**config.mk**
```make
export PLATFORM = sky130hd
export DESIGN_NAME = preamble_sync
export DESIGN_NICKNAME = d
export VERILOG_FILES = /design/src/rtl/bep_pkg.sv /design/src/rtl/preamble_matcher.sv /design/src/rtl/preamble_sync.sv
export SDC_FILE = /design/constraint.sdc
export NUM_CORES = 1
export LEC_CHECK = 0
export CAP_MARGIN = 20
export CORE_MARGIN = 8
export CORE_UTILIZATION = 59
export CTS_CLUSTER_DIAMETER = 100
export DETAILED_ROUTE_END_ITERATION = 8
export GPL_TIMING_DRIVEN = 1
export PLACE_DENSITY = 0.8
export SETUP_SLACK_MARGIN = 0.2
export SLEW_MARGIN = 20
export SYNTH_ARGS = -nofsm -noshare
export SYNTH_HDL_FRONTEND = slang
export SYNTH_SLANG_ARGS = --single-unit
```
**constraint.sdc**
```tcl
create_clock -name clock -period 4.4 [get_ports clock]
set_input_delay 0.66 -clock clock [delete_from_list [all_inputs] [get_ports clock]]
set_output_delay 0.66 -clock clock [all_outputs]
set_load 0.05 [all_outputs]
```
**src/rtl/bep_pkg.sv**
```systemverilog
// rtl/bep_pkg.sv - shared types and defaults for the preamble aligner
// Purpose: FSM state enum and default preamble/payload/timeout constants
//          used by preamble_sync and preamble_matcher.
// Ports:   none (package).
package bep_pkg;

  typedef enum logic {
    HUNT    = 1'b0,
    PAYLOAD = 1'b1
  } state_e;

  localparam int         BEP_PREAMBLE_LEN   = 8;
  localparam logic [7:0] BEP_PREAMBLE       = 8'hD5;
  localparam int         BEP_PAYLOAD_BITS   = 32;
  localparam int         BEP_TIMEOUT_CYCLES = 4096;

endpackage

```
**src/rtl/preamble_matcher.sv**
```systemverilog
// rtl/preamble_matcher.sv - sliding preamble window, fill counter and compare
// Purpose: shifts recovered bits into a LEN-bit window (MSB received first),
//          tracks how many bits have been seen (saturating at LEN) and flags a
//          match on the next-window value. Build macro PREAMBLE_SYNC_TOLERANT_EN
//          accepts a Hamming distance of up to 1; otherwise exact match only.
// Ports:   clock, reset   clock and asynchronous active-high reset
//          clear_i        synchronous clear of window and fill (wins over shift)
//          shift_i        shift bit_i into the window this cycle
//          bit_i          bit to shift in
//          match_o        combinational: shifting now completes a preamble
module preamble_matcher
  import bep_pkg::*;
#(
  parameter int               LEN     = BEP_PREAMBLE_LEN,
  parameter logic [LEN-1:0]   PATTERN = BEP_PREAMBLE
) (
  input  logic clock,
  input  logic reset,
  input  logic clear_i,
  input  logic shift_i,
  input  logic bit_i,
  output logic match_o
);

  localparam int FW = $clog2(LEN + 1);

`ifdef PREAMBLE_SYNC_TOLERANT_EN
  localparam int unsigned MAX_DIST = 1;
`else
  localparam int unsigned MAX_DIST = 0;
`endif

  logic [LEN-1:0] window_q, window_d;
  logic [FW-1:0]  fill_q, fill_d;

  function automatic int unsigned popcount(input logic [LEN-1:0] v);
    int unsigned n;
    n = 0;
    for (int i = 0; i < LEN; i++) begin
      n = n + {31'b0, v[i]};
    end
    return n;
  endfunction

  always_comb begin
    window_d = {window_q[LEN-2:0], bit_i};
    fill_d   = (fill_q == FW'(LEN)) ? fill_q : fill_q + 1'b1;
    // Compare against the window as it will be after this bit, so the match
    // is known in the event cycle and the FSM can respond with latency 1.
    match_o  = shift_i && (fill_d == FW'(LEN)) &&
               (popcount(window_d ^ PATTERN) <= MAX_DIST);
  end

  always_ff @(posedge clock or posedge reset) begin
    if (reset) begin
      window_q <= '0;
      fill_q   <= '0;
    end else if (clear_i) begin
      window_q <= '0;
      fill_q   <= '0;
    end else if (shift_i) begin
      window_q <= window_d;
      fill_q   <= fill_d;
    end
  end

endmodule

```
**src/rtl/preamble_sync.sv**
```systemverilog
// rtl/preamble_sync.sv - preamble-gated payload window between bit recovery and buffer
// Purpose: hunts for PREAMBLE in the recovered bit stream, then forwards exactly
//          PAYLOAD_BITS bits with a per-bit strobe, aborting if the gap between
//          payload bits reaches TIMEOUT_CYCLES. Optional build macro
//          PREAMBLE_SYNC_TOLERANT_EN (in preamble_matcher) allows a 1-bit error.
// Ports:   clock, reset          clock and asynchronous active-high reset
//          bit_clock, bit_data   recovered bit clock level and bit value
//          out_clock, out_data   per-bit strobe and held forwarded bit
//          transmission_begin    pulse on preamble match (resets downstream buffer)
//          frame_done            pulse with the last payload out_clock
//          frame_abort           pulse on payload timeout
//          locked                high while forwarding payload
module preamble_sync
  import bep_pkg::*;
#(
  parameter int                      PREAMBLE_LEN   = BEP_PREAMBLE_LEN,
  parameter logic [PREAMBLE_LEN-1:0] PREAMBLE       = BEP_PREAMBLE,
  parameter int                      PAYLOAD_BITS   = BEP_PAYLOAD_BITS,
  parameter int                      TIMEOUT_CYCLES = BEP_TIMEOUT_CYCLES
) (
  input  logic clock,
  input  logic reset,
  input  logic bit_clock,
  input  logic bit_data,
  output logic out_clock,
  output logic out_data,
  output logic transmission_begin,
  output logic frame_done,
  output logic frame_abort,
  output logic locked
);

  localparam int BCW = $clog2(PAYLOAD_BITS);
  localparam int ICW = $clog2(TIMEOUT_CYCLES);

  state_e         state_q;
  logic           bit_prev_q;
  logic [BCW-1:0] bit_cnt_q;
  logic [ICW-1:0] idle_cnt_q;
  logic           out_clock_q, out_data_q, begin_q, done_q, abort_q, locked_q;

  logic bit_event;
  logic match;

  assign bit_event = bit_clock & ~bit_prev_q;

  // Window is held cleared for the whole payload, so returning to HUNT always
  // starts from an empty window and payload bits can never complete a preamble.
  preamble_matcher #(
    .LEN     (PREAMBLE_LEN),
    .PATTERN (PREAMBLE)
  ) u_matcher (
    .clock   (clock),
    .reset   (reset),
    .clear_i (state_q == PAYLOAD),
    .shift_i (bit_event && (state_q == HUNT)),
    .bit_i   (bit_data),
    .match_o (match)
  );

  always_ff @(posedge clock or posedge reset) begin
    if (reset) begin
      state_q     <= HUNT;
      bit_prev_q  <= 1'b0;
      bit_cnt_q   <= '0;
      idle_cnt_q  <= '0;
      out_clock_q <= 1'b0;
      out_data_q  <= 1'b0;
      begin_q     <= 1'b0;
      done_q      <= 1'b0;
      abort_q     <= 1'b0;
      locked_q    <= 1'b0;
    end else begin
      bit_prev_q  <= bit_clock;
      out_clock_q <= 1'b0;
      begin_q     <= 1'b0;
      done_q      <= 1'b0;
      abort_q     <= 1'b0;
      case (state_q)
        HUNT: begin
          if (match) begin
            begin_q    <= 1'b1;
            locked_q   <= 1'b1;
            bit_cnt_q  <= '0;
            idle_cnt_q <= '0;
            state_q    <= PAYLOAD;
          end
        end
        PAYLOAD: begin
          // A bit arriving in the would-be timeout cycle takes priority.
          if (bit_event) begin
            out_data_q  <= bit_data;
            out_clock_q <= 1'b1;
            idle_cnt_q  <= '0;
            if (bit_cnt_q == BCW'(PAYLOAD_BITS - 1)) begin
              done_q   <= 1'b1;
              locked_q <= 1'b0;
              state_q  <= HUNT;
            end else begin
              bit_cnt_q <= bit_cnt_q + 1'b1;
            end
          end else if (idle_cnt_q == ICW'(TIMEOUT_CYCLES - 2)) begin
            // Count would reach TIMEOUT_CYCLES-1 this cycle: give up on the frame.
            abort_q  <= 1'b1;
            locked_q <= 1'b0;
            state_q  <= HUNT;
          end else begin
            idle_cnt_q <= idle_cnt_q + 1'b1;
          end
        end
        default: state_q <= HUNT;
      endcase
    end
  end

  assign out_clock          = out_clock_q;
  assign out_data           = out_data_q;
  assign transmission_begin = begin_q;
  assign frame_done         = done_q;
  assign frame_abort        = abort_q;
  assign locked             = locked_q;

endmodule

```
Yosys cells after proc, flatten, opt, wreduce, memory -nomap -nowiden
Index checks and enable logic that the tools add are counted.
Widths: inputs -> output; s select.
{"block": "op_classes", "n_lt_le_gt_ge": 1, "n_mux": 32, "bitwise": 4, "reduce_logical": 8, "n_eq_ne": 10, "n_addsub": 10}
{"cell": "$add 32x1->32", "n": 6}
{"cell": "$mux 12", "n": 3}
{"cell": "$le 32x1->1 const B", "n": 1}
{"cell": "$pmux 12 s2", "n": 1}
{"cell": "$mux 1", "n": 17}
{"cell": "$mux 5", "n": 3}
{"cell": "$mux 7", "n": 2}
{"cell": "$add 12x1->12 const B", "n": 1}
{"cell": "$eq 12x12->1 const B", "n": 1}
{"cell": "$mux 4", "n": 3}
{"cell": "$pmux 5 s2", "n": 1}
{"cell": "$eq 4x4->1 const B", "n": 2}
{"cell": "$reduce_and 3->1", "n": 2}
{"cell": "$add 5x1->5 const B", "n": 1}
{"cell": "$eq 5x5->1 const B", "n": 1}
{"cell": "$not 5->5", "n": 1}
{"cell": "$add 4x1->4 const B", "n": 1}
{"cell": "$ne 2x2->1 const B", "n": 2}
{"cell": "$pmux 1 s2", "n": 2}
{"cell": "$reduce_and 2->1", "n": 2}
{"cell": "$logic_and 1x1->1", "n": 3}
{"cell": "$ne 3x1->1 const B", "n": 1}
{"cell": "$ne 3x2->1 const B", "n": 1}
{"cell": "$ne 3x3->1 const B", "n": 1}
{"cell": "other kinds (5)", "n": 6}
{"block": "totals", "in_bits": 4, "regBits": 36, "word_cells": 77, "out_inout_bits": 6}

Logic depth before layout (Yosys ltp)
{"block": "depth", "ltp_word": 12, "depth_mapped": 12, "mapped_depth_nobuf": 12}

Modules after synthesis
From an unflattened synthesis, not the netlist that was laid out.
{"block": "unflattened", "cells_unflattened": 202, "hier_area_um2": 2075.7}
{"module": "preamble_sync", "cells_each": 130, "instances": 1, "area_per_inst_um2": 1351.3}
{"module": "preamble_matcher", "cells_each": 72, "instances": 1, "area_per_inst_um2": 724.4}

Worst setup path after synthesis
No wires, ideal clock.
{"block": "synth_path", "kind": "input to register", "from": "in bit_data", "to": "reg idle_cnt_q[11]", "cell_stages": 12, "slack_ps": 205, "required_time_ps": 4276, "arrival_time_ps": 4072, "path_cell_list": "inv_1 ha_1 fa_1 inv_1 fa_1 fa_1 fa_1 and4bb_1 o211ai_2 a2111oi_4 nor2_4 a211o_1"}
{"block": "synth_between", "elab_chain_len": 12}
{"item": "from (decl)", "line": "preamble_sync.sv:24", "rtl": "input logic bit_data,"}
{"item": "$not 5->5 (no source line)"}
{"item": "$add 1x1->2", "line": "preamble_matcher.sv:40", "rtl": "n = n + {31'b0, v[i]};"}
{"item": "$add 32x1->32 (6 in series)", "line": "preamble_matcher.sv:40"}
{"item": "$le 32x1->1", "line": "preamble_matcher.sv:51", "rtl": "(popcount(window_d ^ PATTERN) <= MAX_DIST);"}
{"item": "$logic_and 1x1->1", "line": "preamble_matcher.sv:50", "rtl": "match_o = shift_i && (fill_d == FW'(LEN)) &&"}
{"item": "$ne 2x2->1 (no source line)"}
{"item": "$reduce_and 2->1 (no source line)"}
{"item": "to (signal assigned)", "line": "preamble_sync.sv:108", "rtl": "idle_cnt_q <= idle_cnt_q + 1'b1;"}
{"item": "to (decl)", "line": "preamble_sync.sv:39", "rtl": "logic [ICW-1:0] idle_cnt_q;"}
Every way passes these cells.
A chain may end at the register's enable or synchronous reset.

Final worst setup path
{"block": "layout_path", "from": "in bit_data", "to": "reg bit_cnt_q[0]"}
{"block": "layout_between", "elab_chain_len": 12}
{"item": "$not 5->5 (no source line)"}
{"item": "$add 1x1->2", "line": "preamble_matcher.sv:40"}
{"item": "$add 32x1->32 (6 in series)", "line": "preamble_matcher.sv:40"}
{"item": "$le 32x1->1", "line": "preamble_matcher.sv:51"}
{"item": "$logic_and 1x1->1", "line": "preamble_matcher.sv:50"}
{"item": "$ne 2x2->1 (no source line)"}
{"item": "$reduce_and 3->1 (no source line)"}
{"item": "to (signal assigned)", "line": "preamble_sync.sv:100", "rtl": "bit_cnt_q <= bit_cnt_q + 1'b1;"}
{"item": "to (decl)", "line": "preamble_sync.sv:38", "rtl": "logic [BCW-1:0] bit_cnt_q;"}
Every way passes these cells.

==> impl_metrics.ini <==
[status]
status = finished clean

[placement]
dp.cells = 253
dp_slack_ns = -0.338
place_area_sq_um = 2140
port_buffers = 9
place_hpwl_microns = 2790
place.gp.congestion = 0.835

[sta]
skew_ns = 0.00594
maxSlewViolCount = 0
tns_ns = 0
hold-worst-slack_ns = 0.501
fin_crit_sh = 0.881
clock.fmax_mhz = 258
setup_viol = 0
rsz0062_at_grt = no
finalHoldViolCount = 0
finalCriticalPeriod_ns = 3.87
tightest_slew_ns = 0.711
timing.final.ws_setup_ns = 0.526
maxSlewHeadroom = 0.526

[global_routing]
grt-ovfl-total = 0
grt_first_pass_wirelength_microns = 6670
grt_max_degree = 37
grt_pass1_vias = 1461
grt_usage = 0.163
antenna_found_initial = 0

[drt]
drc = 0
via_per_inst = 5.77
drtIter0Drc = 79
vias = 1511
firstDrtPassIters = 4
ant_nets = 0
avgRoutedWirePerCell_microns = 15.2
wl_microns = 3990

[logic_synthesis]
synthArstFlopShare = 1.00
synth_fa_ha_area_frac = 0.0975
ys.flop_type = dfrtp_1
synth_cell_types = 44
synth_edf_count = 0
yosysTopAreaCell = dfrtp_1
ys_ff_latch = 36
syn-num-nets = 216
synth-simple-area-share = 0.201
ys_seq_area_frac = 0.456
ys_warn_count = 0
syn_area_sq_um = 1980
syn_area_per_cell_sq_um = 9.93
syn_inst = 199
synth_mux_area_frac = 0.0165
synthXorXnorAreaFrac = 0.0310
synth_top_family_by_area = simple AND/OR/NAND/NOR gates
synth_top_area_share = 0.456
ys_top_cells_by_area = dfrtp_1 (46%), ha_1 (5.7%), nand2_1 (4.7%)
synth_compound_area_frac = 0.157

[run]
maxCapViolCount = 0

[hold_path]
hold_path.class = register to register

[layout]
drive_gt1_frac = 0.157
finalInstanceArea_sq_um = 2260
nNetsFinal = 233
fill_cells = 247
layout_commonest_cell = dfrtp_1
area_growth_pct = 14.3
layout_common_cells = dfrtp_1 (36), nand2_1 (25), nor2_1 (15)
final_core_util = 0.688
final_cell_count_no_fill = 262
n_antenna_cell = 0

[clocking]
cts_sinks = 36
cts_buffers = 5
cts_tree = done
clkSlewWorstSetupHoldPaths_ns = 0.10
clockBufferDepth = 2
cts_root_buf = clkbuf_4
clock_latency_ns = 0.34
cts_htree_levels = 2

[die]
start_util = 0.602
fp.dieW_microns = 73.9
die_area_sq_um = 5460
rows = 21
core-area_sq_um = 3280
io_pins = 10
die_h_microns = 73.9

[power]
p_switching_mw = 0.538
ir_worst_vdd_mv = 0.306
leakagePower_nw = 1.06
p_clk_frac = 0.150
p_int_mw = 0.777
p_seq_frac = 0.439
sw_frac_of_total = 0.409
pwr-share-comb = 0.411
p_per_area_nw_per_um2 = 583
power.total_mw = 1.32

[critical_path]
worstPathArrival_ns = 4.11
end_kind = register
startpoint_type = primary input
path_class = primary input to register
worst_ep_required_time_ns = 4.64
crit_fanout = 4
==> timing repair <==
action | 4_1_cts | 5_1_grt
endpoints found under the setup margin | 8 | 18
resized for setup | 4 | 3
hold buffers | 0 | 0
endpoints found under the hold margin | 0 | 0
buffers inserted | 2 | 0
pin swaps | 7 | 4
cloned | 0 | 0
==> worst max-delay path, stage by stage <==
cell and delay, ns:
dlymetal6s2s_1 0.14, inv_2 0.08, ha_4 0.20, fa_1 0.47
inv_1 0.05, fa_1 0.45, fa_2 0.37, fa_2 0.52
and4bb_1 0.21, o211ai_2 0.11, a2111oi_4 0.27, buf_4 0.20
buf_12 0.11, nor2_2 0.04, a22o_1 0.22
==> Yosys cell counts, drive strengths merged (5+ instances only) <==
| cell type | number |
|---|---|
| inv | 15 |
| dfrtp | 36 |
| and3 | 6 |
| o21ai | 5 |
| ha | 9 |
| nand3 | 5 |
| nor2 | 17 |
| a21oi | 15 |
| a211o | 5 |
| nand2 | 25 |
==> layer usage <==
layer	vias to the layer above	part of all wire	global-route usage
li1	728	-	-
met1	744	0.45	0.189
met2	33	0.49	0.267
met3	6	0.044	0.0559
met4	0	0.013	0.0643
met5	-	0	0
==> sequential cells by signal (all words and copies together) (netlist names) <==
signal / count
bit_cnt_q: 5
frame_abort: 1
bit_prev_q: 1
frame_done: 1
locked: 1
idle_cnt_q: 12
out_clock: 1
u_matcher.window_q: 7
out_data: 1
u_matcher.fill_q: 4
state_q: 1
transmission_begin: 1
==> area by class of cell <==
type | instances | area (sq um) | area share
clock buffer | 7 | 65.1 | 0.0288
inverter | 15 | 56.3 | 0.0249
multi-input combinational | 142 | 1020 | 0.452
sequential | 36 | 901 | 0.399
tap | 46 | 57.6 | 0.0255
timing repair buffer | 16 | 158 | 0.0698
==> power by group through the flow <==
| stage | Sequential, mW | Clock, mW | Combinational (mW) |
|---|---|---|---|
| after CTS | 0.573 | 0.201 | 0.538 |
| after global placement | 0.568 | 0 | 0.472 |
| after detailed placement | 0.577 | 0 | 0.513 |
| final | 0.578 | 0.197 | 0.541 |
| after global routing | 0.594 | 0.212 | 0.614 |
| after floorplan | 0.565 | 0 | 0.388 |
==> worst paths after layout <==
kind                                                    from                         endpoint  slack, ns  cells past startpoint
max in group asynchronous                              reset         bit_cnt_q[3]$_DFFE_PP0P_       3.36                      3
min                                       locked$_DFFE_PP0P_               locked$_DFFE_PP0P_       0.50                      1
max reg2reg                u_matcher.window_q[0]$_DFFE_PP0P_         bit_cnt_q[0]$_DFFE_PP0P_       0.54                     13
min reg2reg                               locked$_DFFE_PP0P_               locked$_DFFE_PP0P_       0.50                      1
max                                                 bit_data         bit_cnt_q[0]$_DFFE_PP0P_       0.53                     15
min in group asynchronous                              reset  u_matcher.fill_q[2]$_DFFE_PP0P_       0.71                      3
==> logic make-up after synthesis <==
group | count (synthesis)
xor gates and xnor gates | 7
DFF | 36
buffers and inverters | 21
and+or+nand+nor | 77
muxes | 3
AOI/OAI and AO/OA | 42
adders and majority gates | 13
No activity file was read; power rests on OpenSTA's default activity.
